===== src/rtl/uart_frame_parser_if.sv =====
// Byte-stream, status and payload read-port bundle for uart_frame_parser.
// The slave modport is the parser's view; the master modport is the UART/consumer side.
interface uart_frame_parser_if #(
    parameter int ADDR_W = 4
);
    logic [7:0]        byte_in;
    logic              byte_valid;
    logic              frame_valid;
    logic [ADDR_W:0]   frame_len;
    logic [ADDR_W-1:0] rd_addr;
    logic [7:0]        rd_data;
    logic              frame_ack;
    logic              err_chk;
    logic              err_len;
    logic              err_ovr;
    logic              err_tmo;
    logic [2:0]        state_dbg;

    // byte_valid is a one-cycle strobe with no back-pressure: a byte is taken
    // on every cycle it is high. frame_valid is held until the cycle after
    // frame_ack; frame_ack has no effect while frame_valid is low.
    modport slave (
        input  byte_in, byte_valid, rd_addr, frame_ack,
        output frame_valid, frame_len, rd_data,
        output err_chk, err_len, err_ovr, err_tmo, state_dbg
    );

    modport master (
        output byte_in, byte_valid, rd_addr, frame_ack,
        input  frame_valid, frame_len, rd_data,
        input  err_chk, err_len, err_ovr, err_tmo, state_dbg
    );
endinterface


===== src/rtl/uart_frame_parser.sv =====
// Assembles SYNC/LEN/payload/CHK frames from a UART byte stream into a readable buffer.
// Optional inter-byte timeout is built when FRAME_TIMEOUT_EN is defined.
module uart_frame_parser #(
    parameter logic [7:0] SYNC_BYTE    = 8'hAA,
    parameter int         MAX_LEN      = 16,
    parameter int         ADDR_W       = 4,
    parameter int         TIMEOUT_CLKS = 8680
) (
    input logic                clk,
    input logic                rst_n,
    uart_frame_parser_if.slave bus
);
    typedef enum logic [2:0] {S_HUNT, S_LEN, S_PAYLOAD, S_CHK, S_HOLD} state_t;

    localparam logic [7:0]  MAX_LEN_B = 8'(MAX_LEN);
    localparam logic [ADDR_W:0] ONE   = (ADDR_W+1)'(1);

    state_t            state_q, state_d;
    logic [ADDR_W:0]   len_q, len_d;
    logic [ADDR_W:0]   idx_q, idx_d;
    logic [ADDR_W:0]   frame_len_q, frame_len_d;
    logic [7:0]        acc_q, acc_d;
    logic              frame_valid_q, frame_valid_d;
    logic              err_chk_q, err_chk_d;
    logic              err_len_q, err_len_d;
    logic              err_ovr_q, err_ovr_d;
    logic              err_tmo_q;
    logic              wr_en;
    logic              tmo_hit;
    logic [7:0]        mem_q [2**ADDR_W];

`ifdef FRAME_TIMEOUT_EN
    localparam int TMO_W = $clog2(TIMEOUT_CLKS + 1);
    logic [TMO_W-1:0] tmo_q, tmo_d;

    // Counts idle cycles only while a frame is partially received.
    always_comb begin
        tmo_d   = '0;
        tmo_hit = 1'b0;
        if ((state_q inside {S_LEN, S_PAYLOAD, S_CHK}) && !bus.byte_valid) begin
            if (tmo_q == TMO_W'(TIMEOUT_CLKS - 1)) tmo_hit = 1'b1;
            else                                   tmo_d   = tmo_q + TMO_W'(1);
        end
    end

    always_ff @(posedge clk or negedge rst_n) begin
        if (!rst_n) tmo_q <= '0;
        else        tmo_q <= tmo_d;
    end
`else
    // No timeout hardware; the expression is constant 0 and keeps the parameter referenced.
    assign tmo_hit = (TIMEOUT_CLKS < 0);
`endif

    always_comb begin
        state_d       = state_q;
        len_d         = len_q;
        idx_d         = idx_q;
        acc_d         = acc_q;
        frame_valid_d = frame_valid_q;
        frame_len_d   = frame_len_q;
        err_chk_d     = 1'b0;
        err_len_d     = 1'b0;
        err_ovr_d     = 1'b0;
        wr_en         = 1'b0;
        case (state_q)
            S_HUNT: begin
                if (bus.byte_valid && bus.byte_in == SYNC_BYTE) state_d = S_LEN;
            end
            S_LEN: begin
                if (bus.byte_valid) begin
                    if (bus.byte_in != 8'd0 && bus.byte_in <= MAX_LEN_B) begin
                        len_d   = (ADDR_W+1)'(bus.byte_in);
                        acc_d   = bus.byte_in;
                        idx_d   = '0;
                        state_d = S_PAYLOAD;
                    end else begin
                        err_len_d = 1'b1;
                        state_d   = S_HUNT;
                    end
                end
            end
            S_PAYLOAD: begin
                if (bus.byte_valid) begin
                    wr_en = 1'b1;
                    acc_d = acc_q + bus.byte_in;
                    idx_d = idx_q + ONE;
                    if (idx_q == len_q - ONE) state_d = S_CHK;
                end
            end
            S_CHK: begin
                if (bus.byte_valid) begin
                    if (bus.byte_in == acc_q) begin
                        frame_valid_d = 1'b1;
                        frame_len_d   = len_q;
                        state_d       = S_HOLD;
                    end else begin
                        err_chk_d = 1'b1;
                        state_d   = S_HUNT;
                    end
                end
            end
            S_HOLD: begin
                // Incoming bytes are dropped; the held buffer is never touched here.
                if (bus.byte_valid) err_ovr_d = 1'b1;
                if (bus.frame_ack) begin
                    frame_valid_d = 1'b0;
                    frame_len_d   = '0;
                    state_d       = S_HUNT;
                end
            end
            default: state_d = S_HUNT;
        endcase
        if (tmo_hit) state_d = S_HUNT;
    end

    always_ff @(posedge clk or negedge rst_n) begin
        if (!rst_n) begin
            state_q       <= S_HUNT;
            len_q         <= '0;
            idx_q         <= '0;
            acc_q         <= '0;
            frame_valid_q <= 1'b0;
            frame_len_q   <= '0;
            err_chk_q     <= 1'b0;
            err_len_q     <= 1'b0;
            err_ovr_q     <= 1'b0;
            err_tmo_q     <= 1'b0;
        end else begin
            state_q       <= state_d;
            len_q         <= len_d;
            idx_q         <= idx_d;
            acc_q         <= acc_d;
            frame_valid_q <= frame_valid_d;
            frame_len_q   <= frame_len_d;
            err_chk_q     <= err_chk_d;
            err_len_q     <= err_len_d;
            err_ovr_q     <= err_ovr_d;
            err_tmo_q     <= tmo_hit;
        end
    end

    always_ff @(posedge clk) begin
        if (wr_en) mem_q[idx_q[ADDR_W-1:0]] <= bus.byte_in;
    end

    assign bus.frame_valid = frame_valid_q;
    assign bus.frame_len   = frame_len_q;
    assign bus.rd_data     = (frame_valid_q && ({1'b0, bus.rd_addr} < frame_len_q))
                             ? mem_q[bus.rd_addr] : 8'h00;
    assign bus.err_chk     = err_chk_q;
    assign bus.err_len     = err_len_q;
    assign bus.err_ovr     = err_ovr_q;
    assign bus.err_tmo     = err_tmo_q;
    assign bus.state_dbg   = state_q;
endmodule


===== src/flat_wrapper.sv =====
// flat-port wrapper written by rule: the top's interface ports become plain ports
module uart_frame_parser_flat 
#(
    parameter logic [7:0] SYNC_BYTE    = 8'hAA,
    parameter int         MAX_LEN      = 16,
    parameter int         ADDR_W       = 4,
    parameter int         TIMEOUT_CLKS = 8680
)
  (clk, rst_n, bus_byte_in, bus_byte_valid, bus_rd_addr, bus_frame_ack, bus_frame_valid, bus_frame_len, bus_rd_data, bus_err_chk, bus_err_len, bus_err_ovr, bus_err_tmo, bus_state_dbg);
  uart_frame_parser_if #(.ADDR_W(ADDR_W)) bus_i ();
  input logic clk;
  input logic rst_n;
  input wire logic [$bits(bus_i.byte_in)-1:0] bus_byte_in;
  input wire logic [$bits(bus_i.byte_valid)-1:0] bus_byte_valid;
  input wire logic [$bits(bus_i.rd_addr)-1:0] bus_rd_addr;
  input wire logic [$bits(bus_i.frame_ack)-1:0] bus_frame_ack;
  output wire logic [$bits(bus_i.frame_valid)-1:0] bus_frame_valid;
  output wire logic [$bits(bus_i.frame_len)-1:0] bus_frame_len;
  output wire logic [$bits(bus_i.rd_data)-1:0] bus_rd_data;
  output wire logic [$bits(bus_i.err_chk)-1:0] bus_err_chk;
  output wire logic [$bits(bus_i.err_len)-1:0] bus_err_len;
  output wire logic [$bits(bus_i.err_ovr)-1:0] bus_err_ovr;
  output wire logic [$bits(bus_i.err_tmo)-1:0] bus_err_tmo;
  output wire logic [$bits(bus_i.state_dbg)-1:0] bus_state_dbg;
  assign bus_i.byte_in = bus_byte_in;
  assign bus_i.byte_valid = bus_byte_valid;
  assign bus_i.rd_addr = bus_rd_addr;
  assign bus_i.frame_ack = bus_frame_ack;
  assign bus_frame_valid = bus_i.frame_valid;
  assign bus_frame_len = bus_i.frame_len;
  assign bus_rd_data = bus_i.rd_data;
  assign bus_err_chk = bus_i.err_chk;
  assign bus_err_len = bus_i.err_len;
  assign bus_err_ovr = bus_i.err_ovr;
  assign bus_err_tmo = bus_i.err_tmo;
  assign bus_state_dbg = bus_i.state_dbg;
  uart_frame_parser #(.SYNC_BYTE(SYNC_BYTE), .MAX_LEN(MAX_LEN), .ADDR_W(ADDR_W), .TIMEOUT_CLKS(TIMEOUT_CLKS)) u_core (.clk(clk), .rst_n(rst_n), .bus(bus_i));
endmodule

===== config.mk =====
export PLATFORM = sky130hd
export DESIGN_NAME = uart_frame_parser_flat
export DESIGN_NICKNAME = d
export VERILOG_FILES = /design/src/rtl/uart_frame_parser_if.sv /design/src/rtl/uart_frame_parser.sv /design/src/flat_wrapper.sv
export SDC_FILE = /design/constraint.sdc
export NUM_CORES = 1
export LEC_CHECK = 0
export CAP_MARGIN = 20
export CORE_MARGIN = 10
export CORE_UTILIZATION = 30
export CTS_CLUSTER_SIZE = 20
export DETAILED_ROUTE_END_ITERATION = 6
export PLACE_DENSITY = 0.53
export SYNTH_ARGS = -nofsm -noshare
export SYNTH_HDL_FRONTEND = slang
export SYNTH_SLANG_ARGS = --single-unit

===== constraint.sdc =====
create_clock -name clk -period 5 [get_ports clk]
set_input_delay 1 -clock clk [delete_from_list [all_inputs] [get_ports clk]]
set_output_delay 1 -clock clk [all_outputs]
set_load 0.03 [all_outputs]

==> impl_metrics.csv <==
group,metric,value,unit
logic_synthesis,synth_cells,429,
hold_path,hold_path_depth,2,
setup_path,cp_max_fo,27,
logic_synthesis,seq_area_frac_synth,0.652,
setup_path,start_kind,"primary input",
sta,setup_tns,0,ns
global_route,grt_pass1_vias,4150,
layout,fin_nets,509,
route,final_antenna_net_count,0,
place,routabilityCongestion,0.754,
die,core,0.0233,mm2
power,vdd_ir_drop_max,236,uV
global_route,grt_pass1_wl,25300,um
logic_synthesis,yosysWarnings,0,
setup_path,path_cells,"buf_2 -> buf_4 -> mux4_1 -> mux4_2 -> clkinv_1 -> a211oi_1 -> buf_4",
sta,period_share,0.865,
global_route,grt_max_degree,32,
power,power.leakage,0.00293,uW
layout,antenna_cells,0,
die,io_pins,37,
clocking,cts_tree,"done",
route,vias_per_cell,4.77,
die,row_count,56,
layout,area.growth.synth_to_final,19.2,%
setup_path,r2r_cells,4,
route,drtIter0Drc,193,
logic_synthesis,post_synth_instance_area,0.00705,mm2
setup_path,crit_family,"buffers and inverters",
logic_synthesis,synth.top_cell.area_share,0.545,
sta,hold_viol,0,
setup_path,slowest_delay,0.67,ns
outcome,status,"completed",
logic_synthesis,avgSynthCellArea,16.4,um2
route,drt_first_pass_iters,4,
die,start_util,0.303,
sta,fin_worst_skew,0.0150,ns
sta,timing.slew.headroom,0.278,
sta,rsz0062_at_grt,"false",
logic_synthesis,netlist_top_cells_count,"edfxtp_1, dfrtp_1, nand2_1",
clocking,postCtsHoldBufs,0,
logic_synthesis,synth_most_common_cell,"edfxtp_1",
global_route,antenna_found_initial,1,
logic_synthesis,synth-seq-cells,158,
logic_synthesis,synth_ff_type,"edfxtp_1",
route,drc_errors,0,
layout,drive_above_1_share,0.188,
sta,setup-violations-final,0,
logic_synthesis,ys_types,53,
die,dieArea,0.0300,mm2
clocking,cts.sinks,158,
sta,fmax,231,MHz
clocking,htreeDepth,4,
die,die_y,173,um
setup_path,cp_slowest_cell,"buf_2",
sta,worst_slew_pin_slew,1.08,ns
power,power_density,456,mW/mm2
setup_path,crit_type,"in -> out",
clocking,clock-root-buffer,"clkbuf_16",
sta,post-route-min-period,4.33,ns
place,numPortBuffers,35,
die,dieWidth,173,um
global_route,grtUsageTotal,0.111,
route,wire_per_inst,19.9,um
logic_synthesis,synth_fp_nets,461,
setup_path,cp.buffers_inverters,4,
setup_path,cp.required,4.00,ns
run,drv_cap,0,
setup_path,cp.depth,7,
logic_synthesis,yosysTopAreaCell,"edfxtp_1",
setup_path,worst_path_most_repeated_cell,"buf_4",
logic_synthesis,synth-edff-count,128,
sta,maxSlewViolCount,0,
clocking,cts.repair.resized,0,
clocking,cts_made_buffers,17,
layout,final_util,0.361,
route,via_count,3860,
setup_path,worstPathArrival,3.33,ns
hold_path,hp-class,"reg -> reg",
place,dp_hpwl,10500,um
logic_synthesis,synth_area_leaders,"edfxtp_1, dfrtp_1, mux4_2",
clocking,clk_pin_slew_worst_paths,0.07,ns
global_route,overflow,0,
route,routed_wl,16100,um
clocking,clkLatencyLatePin,0.44,ns
clocking,clk_path_buf_depth,2,
logic_synthesis,async_flop_share,0.190,
setup_path,endpoint_kind,"primary output",
clocking,post-cts-setup-buffers,0,
[through the flow]
stage          hold WS [ns]  power (uW)  cells  worst slack [ns]  cell area, um2
2_1_floorplan         0.473        2310    429              1.22            7050
3_3_place_gp          0.494        2520    777             0.609            7780
3_5_place_dp          0.504        2540    777             0.575            7780
4_1_cts               0.521        3860    809             0.579            8400
5_1_grt               0.537        4040    809             0.496            8400
6_report              0.519        3830    809             0.673            8400
[per-layer routing]
metal | up-vias | GRT usage | part of all wire
met5 | - | 0 | 0.00081
met4 | 2 | 0.0456 | 0.019
met3 | 18 | 0.0316 | 0.040
met2 | 80 | 0.176 | 0.48
met1 | 1976 | 0.140 | 0.46
li1 | 1784 | - | -
[final timing paths]
check / startpoint / to / slack [ns]
worst min register to register: u_core.acc_q[0] / u_core.acc_q[0] / 0.52
worst max-delay path: bus_rd_addr[0] / bus_rd_data[7] / 0.67
max in group asynchronous: rst_n / u_core.bus.frame_len[2] / 3.72
worst min-delay path: u_core.acc_q[0] / u_core.acc_q[0] / 0.52
worst max register to register: u_core.bus.state_dbg[2] / u_core.mem_q[0][4] / 2.20
min in group asynchronous: rst_n / u_core.bus.err_chk / 0.97
[sequential cells by signal, indices dropped and copies added (netlist names)]
register / flops
u_core.len_q: 5
u_core.bus.err_chk: 1
u_core.idx_q: 5
u_core.acc_q: 8
u_core.bus.state_dbg: 3
u_core.bus.frame_len: 5
u_core.bus.err_ovr: 1
u_core.bus.err_len: 1
u_core.mem_q: 128
u_core.bus.frame_valid: 1
[final cells by class]
class | instances | area, um2
Tap cell | 319 | 399
Timing Repair Buffer | 48 | 448
Clock inverter | 15 | 186
Inverter | 21 | 78.8
Multi-Input combinational cell | 231 | 2260
Fill cell | 2221 | 14900
Sequential cell | 158 | 4590
Clock buffer | 17 | 425
[layout by cell type (no fill, tap or decap), drive strengths merged, types with 16 or more instances in the layout]
cell type	count
edfxtp	128
mux4	39
dfrtp	30
nand2	28
clkdlybuf4s50	26
nor2	23
inv	23
buf	22
clkbuf	17
o21ai	16
[worst reg2reg max path, delay by kind of cell, from the launching register on]
kind | cells | cell delay, ns
flops | 1 | 0.51
simple gates | 4 | 1.91
[kinds of logic (layout without fill, tap and decap cells)]
| family | Yosys count | count (layout) | synth area share |
|---|---|---|---|
| fa+ha+maj | 16 | 16 | 0.0295 |
| simple gates | 97 | 97 | 0.0712 |
| compound gates | 54 | 54 | 0.0506 |
| flops | 158 | 158 | 0.652 |
| buf+inv | 40 | 101 | 0.0295 |
| xor+xnor | 12 | 12 | 0.0149 |
| other cells | 1 | 1 | 0.000532 |
| mux | 51 | 51 | 0.152 |
[report_power, final]
part,internal [uW],switching [uW]
Combinational,337,464
Clock,721,599
Sequential,1600,110
No activity file was read; power rests on OpenSTA's default activity.
==> variant 1 (same settings) <==
`MAX_LEN` is set to 16 in 2 places; all go to 8.
--- a/src/rtl/uart_frame_parser.sv
+++ b/src/rtl/uart_frame_parser.sv
@@ -2,7 +2,7 @@
 // Optional inter-byte timeout is built when FRAME_TIMEOUT_EN is defined.
 module uart_frame_parser #(
     parameter logic [7:0] SYNC_BYTE    = 8'hAA,
-    parameter int         MAX_LEN      = 16,
+    parameter int         MAX_LEN      = 8,
     parameter int         ADDR_W       = 4,
     parameter int         TIMEOUT_CLKS = 8680
 ) (
--- a/src/flat_wrapper.sv
+++ b/src/flat_wrapper.sv
@@ -2,7 +2,7 @@
 module uart_frame_parser_flat 
 #(
     parameter logic [7:0] SYNC_BYTE    = 8'hAA,
-    parameter int         MAX_LEN      = 16,
+    parameter int         MAX_LEN      = 8,
     parameter int         ADDR_W       = 4,
     parameter int         TIMEOUT_CLKS = 8680
 )
Behaviour: not the same (a bounded check fails within 4 cycles, from zero or initial values and one cycle with rst_n low).
==> variant 1 against the original RTL <==
- combinational power fell by 37%
- utilization increased by 0.079 points
- setup slack worse by 0.16 ns
- cell area is 2.5% lower
- synthesized area shrank 2.1%
- power down 13%
- sequential cell count is the same
- routed wire length down 0.36%
- critical path depth fell by 2
- count of clock-buffer cells in the layout increased by 1
- first-iteration DRC count increased by 63%
- clock skew fell by 0.0033 ns
==> variant 1: results (changes against the original RTL) <==
[metrics] placer congestion estimate: 0.754 (about the same)
[metrics] clock buffer and inverter area fraction after layout: 6.75% (-0.53 points)
[metrics] core area: 22600 µm² (-2.7%)
[metrics] smallest hold slack: 0.502 ns (-0.0175 ns)
[metrics] placement-stage cell area: 7630 µm² (-2.0%)
[metrics] status: finished, final reports clean
[metrics] filler cell count in the final layout: 2093 (-5.8%)
[metrics] antenna violations before repair: 0 (-1)
[metrics] count of clock-net buffers in the final layout: 18 (+1)
[metrics] via count of the first global-routing pass: 4020 (-3.1%)
[metrics] Global Route Usage Sum: 11.4% (+0.28 points)
[metrics] leakage power figure: 2.89 nW (-1.3%)
[metrics] switching pwr: 0.872 mW (-26%)
[metrics] fraction of standard cell area that is sequential: 56.1% (+1.4 points)
[metrics] routed via count: 3801 (-1.5%)
[metrics] WL met2: 7.68 mm (-1.8%)
[metrics] Initial DRT Pass Iterations: 5 (+1)
[metrics] global-route wire length before repair: 24.4 mm (-3.6%)
[metrics] hold path endpoint: u_core.acc_q[2]$_DFFE_PN0P_
[metrics] Top Layer Used: met4
[metrics] RR Endpoint: u_core.mem_q[4][3]$_DFFE_PP_
[metrics] First DRT Iteration DRCs: 314 (+63%)
[metrics] cells taking the most area after synthesis: edfxtp_1, dfrtp_1, mux4_1
[metrics] synthesized area divided by synthesized cell count: 17.0 µm² (+3.5%)
[metrics] Multi-Input Combinational: 219 (-5.2%)
[metrics] area taken by multi-input logic gates: 2170 µm² (-4.3%)
[metrics] met1 Use GR: 14.9% (+0.89 points)
[metrics] crit path DAT: 3.48 ns (+0.15 ns)
[metrics] layout cell share with drive strength beyond 1: 14.8% (-3.9 points)
[metrics] Met1 Wirelength: 7.29 mm (-0.69%)
[metrics] R2R setup slack: 2.39 ns (+0.19 ns)
[metrics] final routed wire length divided by cell count: 21.2 µm (+6.5%)
[metrics] Signal buf overhead: 5.73% (+0.39 points)
[metrics] list of most frequent post-synthesis cells: edfxtp_1, nand2_1, dfrtp_1
[metrics] sequential cells: 158 (unchanged)
[metrics] slowest cell on the critical path: mux4_1
[metrics] met3 capacity usage during global routing: 2.75% (-0.41 points)
[metrics] Final min period: 4.48 ns (+0.157 ns)
[variant 1: logic make-up (layout without fill, tap and decap cells)]
| group | count (synthesis) | count (layout) | share of synthesized area [%] |
|---|---|---|---|
| DFF | 158 | 158 | 66.6 |
| muxes | 41 | 41 | 14.5 |
| other | 1 | 1 | 0.0543 |
| adders and majority gates | 16 | 16 | 3.01 |
| and+or+nand+nor | 104 | 104 | 7.89 |
| xor gates and xnor gates | 12 | 12 | 1.52 |
| buffers and inverters | 29 | 95 | 2.23 |
| AOI/OAI and AO/OA | 45 | 45 | 4.19 |
[variant 1: power groups by stage]
stage | combinational [mW] | clock [mW] | sequential, mW
after floorplan | 0.372 | 0 | 1.59
after global placement | 0.489 | 0 | 1.61
after detailed placement | 0.505 | 0 | 1.61
after CTS | 0.508 | 1.25 | 1.58
after global routing | 0.567 | 1.31 | 1.60
final | 0.505 | 1.23 | 1.58
==> variant 2 (same flow settings) <==
Made on the original files. `ADDR_W` is set to 4 in 3 places; all go to 3.
--- a/src/rtl/uart_frame_parser_if.sv
+++ b/src/rtl/uart_frame_parser_if.sv
@@ -1,7 +1,7 @@
 // Byte-stream, status and payload read-port bundle for uart_frame_parser.
 // The slave modport is the parser's view; the master modport is the UART/consumer side.
 interface uart_frame_parser_if #(
-    parameter int ADDR_W = 4
+    parameter int ADDR_W = 3
 );
     logic [7:0]        byte_in;
     logic              byte_valid;
--- a/src/rtl/uart_frame_parser.sv
+++ b/src/rtl/uart_frame_parser.sv
@@ -3,7 +3,7 @@
 module uart_frame_parser #(
     parameter logic [7:0] SYNC_BYTE    = 8'hAA,
     parameter int         MAX_LEN      = 16,
-    parameter int         ADDR_W       = 4,
+    parameter int         ADDR_W       = 3,
     parameter int         TIMEOUT_CLKS = 8680
 ) (
     input logic                clk,
--- a/src/flat_wrapper.sv
+++ b/src/flat_wrapper.sv
@@ -3,7 +3,7 @@
 #(
     parameter logic [7:0] SYNC_BYTE    = 8'hAA,
     parameter int         MAX_LEN      = 16,
-    parameter int         ADDR_W       = 4,
+    parameter int         ADDR_W       = 3,
     parameter int         TIMEOUT_CLKS = 8680
 )
   (clk, rst_n, bus_byte_in, bus_byte_valid, bus_rd_addr, bus_frame_ack, bus_frame_valid, bus_frame_len, bus_rd_data, bus_err_chk, bus_err_len, bus_err_ovr, bus_err_tmo, bus_state_dbg);
Ports: changed (resized bus_frame_len and bus_rd_addr); port bits go from 37 to 35. The function was not compared with the original's and may differ.
==> variant 2 against the original RTL <==
- synthesized area decreased by 39%
- setup slack improved by 0.0080 ns
- critical path type unchanged
- routed wire length shrank 43%
- highest routed layer is now met4
- maximum frequency grew 0.19%
- sequential cell count is 67 lower
- cell area fell by 39%
- utilization is 0.73 points higher
- global-route usage decreased by 1.5 points
- power decreased by 40%
==> variant 2: results (changes against the original RTL) <==
[metrics] synthesized area divided by synthesized cell count: 13.6 µm² (-17%)
[metrics] Layout Skew: 0.00798 ns (-0.00701 ns)
[metrics] H-Tree Level Count: 3 (-1)
[metrics] number of buffers inserted during clock tree synthesis: 9 (-8)
[metrics] Global Route Usage Sum: 9.60% (-1.5 points)
[metrics] WL final: 9.22 mm (-43%)
[metrics] number of distinct standard cells referenced by the synthesized netlist: 52 (-1.9%)
[metrics] final standard cell count with taps included and fillers excluded: 537 (-34%)
[metrics] number of synthesis warnings: 0 (unchanged)
[metrics] via count of the first global-routing pass: 2693 (-35%)
[metrics] EDFF count, synth: 64 (-50%)
[metrics] number of cells after detailed placement: 521 (-33%)
[metrics] Least-Margin Pin Slew: 1.09 ns (+0.0126 ns)
[metrics] PnR worst setup slack: 0.681 ns (+0.00798 ns)
[metrics] antenna cells: 0 (unchanged)
[metrics] async set-or-reset flop fraction in the synthesized netlist: 29.7% (+11 points)
[metrics] cells taking the most area after synthesis: edfxtp_1, dfrtp_1, mux4_2
[metrics] worst-case reg-to-reg path depth: 5 (+1)
[metrics] Clk Tree Root Cell: clkbuf_16
[metrics] maximum resistive drop on vdd: 0.192 mV (-19%)
[metrics] flop and latch count out of synthesis: 91 (-42%)
[metrics] First DRT Iteration DRCs: 189 (-2.1%)
[metrics] Setup WS pre-CTS: 0.646 ns (+0.0706 ns)
[metrics] placer congestion estimate: 0.778 (+3.2%)
[metrics] min-delay worst type: flip-flop to flip-flop
[metrics] clock latency of the later-clocked register in the worst-skew pair: 0.34 ns (-0.10 ns)
[metrics] sequential fraction of the synthesis area: 60.9% (-4.3 points)
[metrics] leakage power figure: 1.86 nW (-37%)
[metrics] layout cell share with drive strength beyond 1: 15.4% (-3.4 points)
[metrics] Worst-path clk slew: 0.07 ns (about the same)
[metrics] maximum number of pins on one net before global-route repair: 28 (-13%)
[metrics] antenna violations before repair: 0 (-1)
[metrics] layout net count: 379 (-26%)
[metrics] maximum fanout encountered on the critical timing path: 10 (-63%)
[metrics] dpl hpwl: 6.70 mm (-36%)
[metrics] number of port buffers: 33 (-5.7%)
[metrics] global-route wire length before repair: 15.0 mm (-41%)
[metrics] crit path DAT: 3.32 ns (about the same)
[metrics] routed via count: 2582 (-33%)
[metrics] Syn Nets: 341 (-26%)
[metrics] status: finished, final reports clean
[metrics] list of most frequent post-synthesis cells: edfxtp_1, dfrtp_1, nand2_1
[metrics] number of flip-flops in the largest register: 64 (-50%)
[variant 2: changes by cell type after synthesis, moves of 8 or more]
| cell | change |
|---|---|
| mux4_1 | -16 |
| edfxtp_1 | -64 |
| o21ai_1 | +11 |
| a211oi_1 | -8 |
| mux2i_1 | +8 |
[variant 2: per-layer routing]
layer  wire length, µm  track usage, %  vias up
met2              4300            15.2       42
met3               405            2.93        8
met5                 0               0        -
met4                61            2.14        0
met1              4450            12.6     1271
li1                  -               -     1261
[variant 2: final cells by class]
type,count,area [µm²]
clock inverter,6,47.5
inverter,10,37.5
multi-input combinational,194,1550
clock buffer,10,229
sequential,91,2600
fill,1313,8770
timing repair buffer,46,428
tap,180,225
[variant 2: cell families (layout without fill, tap and decap cells)]
kind of cell             after synthesis  after routing  share of synthesized area, %
XOR/XNOR                              10             10                          2.05
adder cells (fa/ha/maj)               12             12                          3.69
multiplexers                          29             29                          11.6
buffers and inverters                 29             72                          3.11
other                                  1              1                        0.0879
AO/OA/AOI/OAI                         48             48                          6.95
AND/OR/NAND/NOR                       94             94                          11.7
flip-flops                            91             91                          60.9
[variant 2: path summary, 6_finish.rpt]
| check | from | endpoint | slack (ns) |
|---|---|---|---|
| max in group asynchronous | rst_n | u_core.acc_q[7]$_DFFE_PN0P_ | 3.69 |
| worst min-delay path | u_core.acc_q[5]$_DFFE_PN0P_ | u_core.acc_q[5]$_DFFE_PN0P_ | 0.49 |
| worst max register to register | u_core.bus.state_dbg[0]$_DFFE_PN0P_ | u_core.idx_q[3]$_DFFE_PN0P_ | 2.46 |
| min in group asynchronous | rst_n | u_core.bus.err_chk$_DFF_PN0_ | 1.03 |
| worst max-delay path | bus_rd_addr[0] | bus_rd_data[5] | 0.68 |
| worst min register to register | u_core.acc_q[5]$_DFFE_PN0P_ | u_core.acc_q[5]$_DFFE_PN0P_ | 0.49 |
[variant 2: worst max-delay path, stage by stage]
cell and delay (ns):
clkdlybuf4s50_1 0.46, buf_4 0.19, buf_4 0.26, mux4_2 0.53, mux2i_1 0.20, nor2_1 0.06, clkdlybuf4s50_1 0.62
[variant 2: per-stage QoR]
step	hold slack (ns)	cell area, µm²
2_1_floorplan	0.454	4270
3_3_place_gp	0.473	4830
3_5_place_dp	0.478	4830
4_1_cts	0.495	5110
5_1_grt	0.530	5110
6_report	0.487	5110
[variant 2: where the power goes]
| group | internal (mW) | switching (mW) |
|---|---|---|
| clock | 0.343 | 0.287 |
| combinational | 0.278 | 0.354 |
| sequential | 0.949 | 0.0893 |
| total | 1.57 | 0.731 |
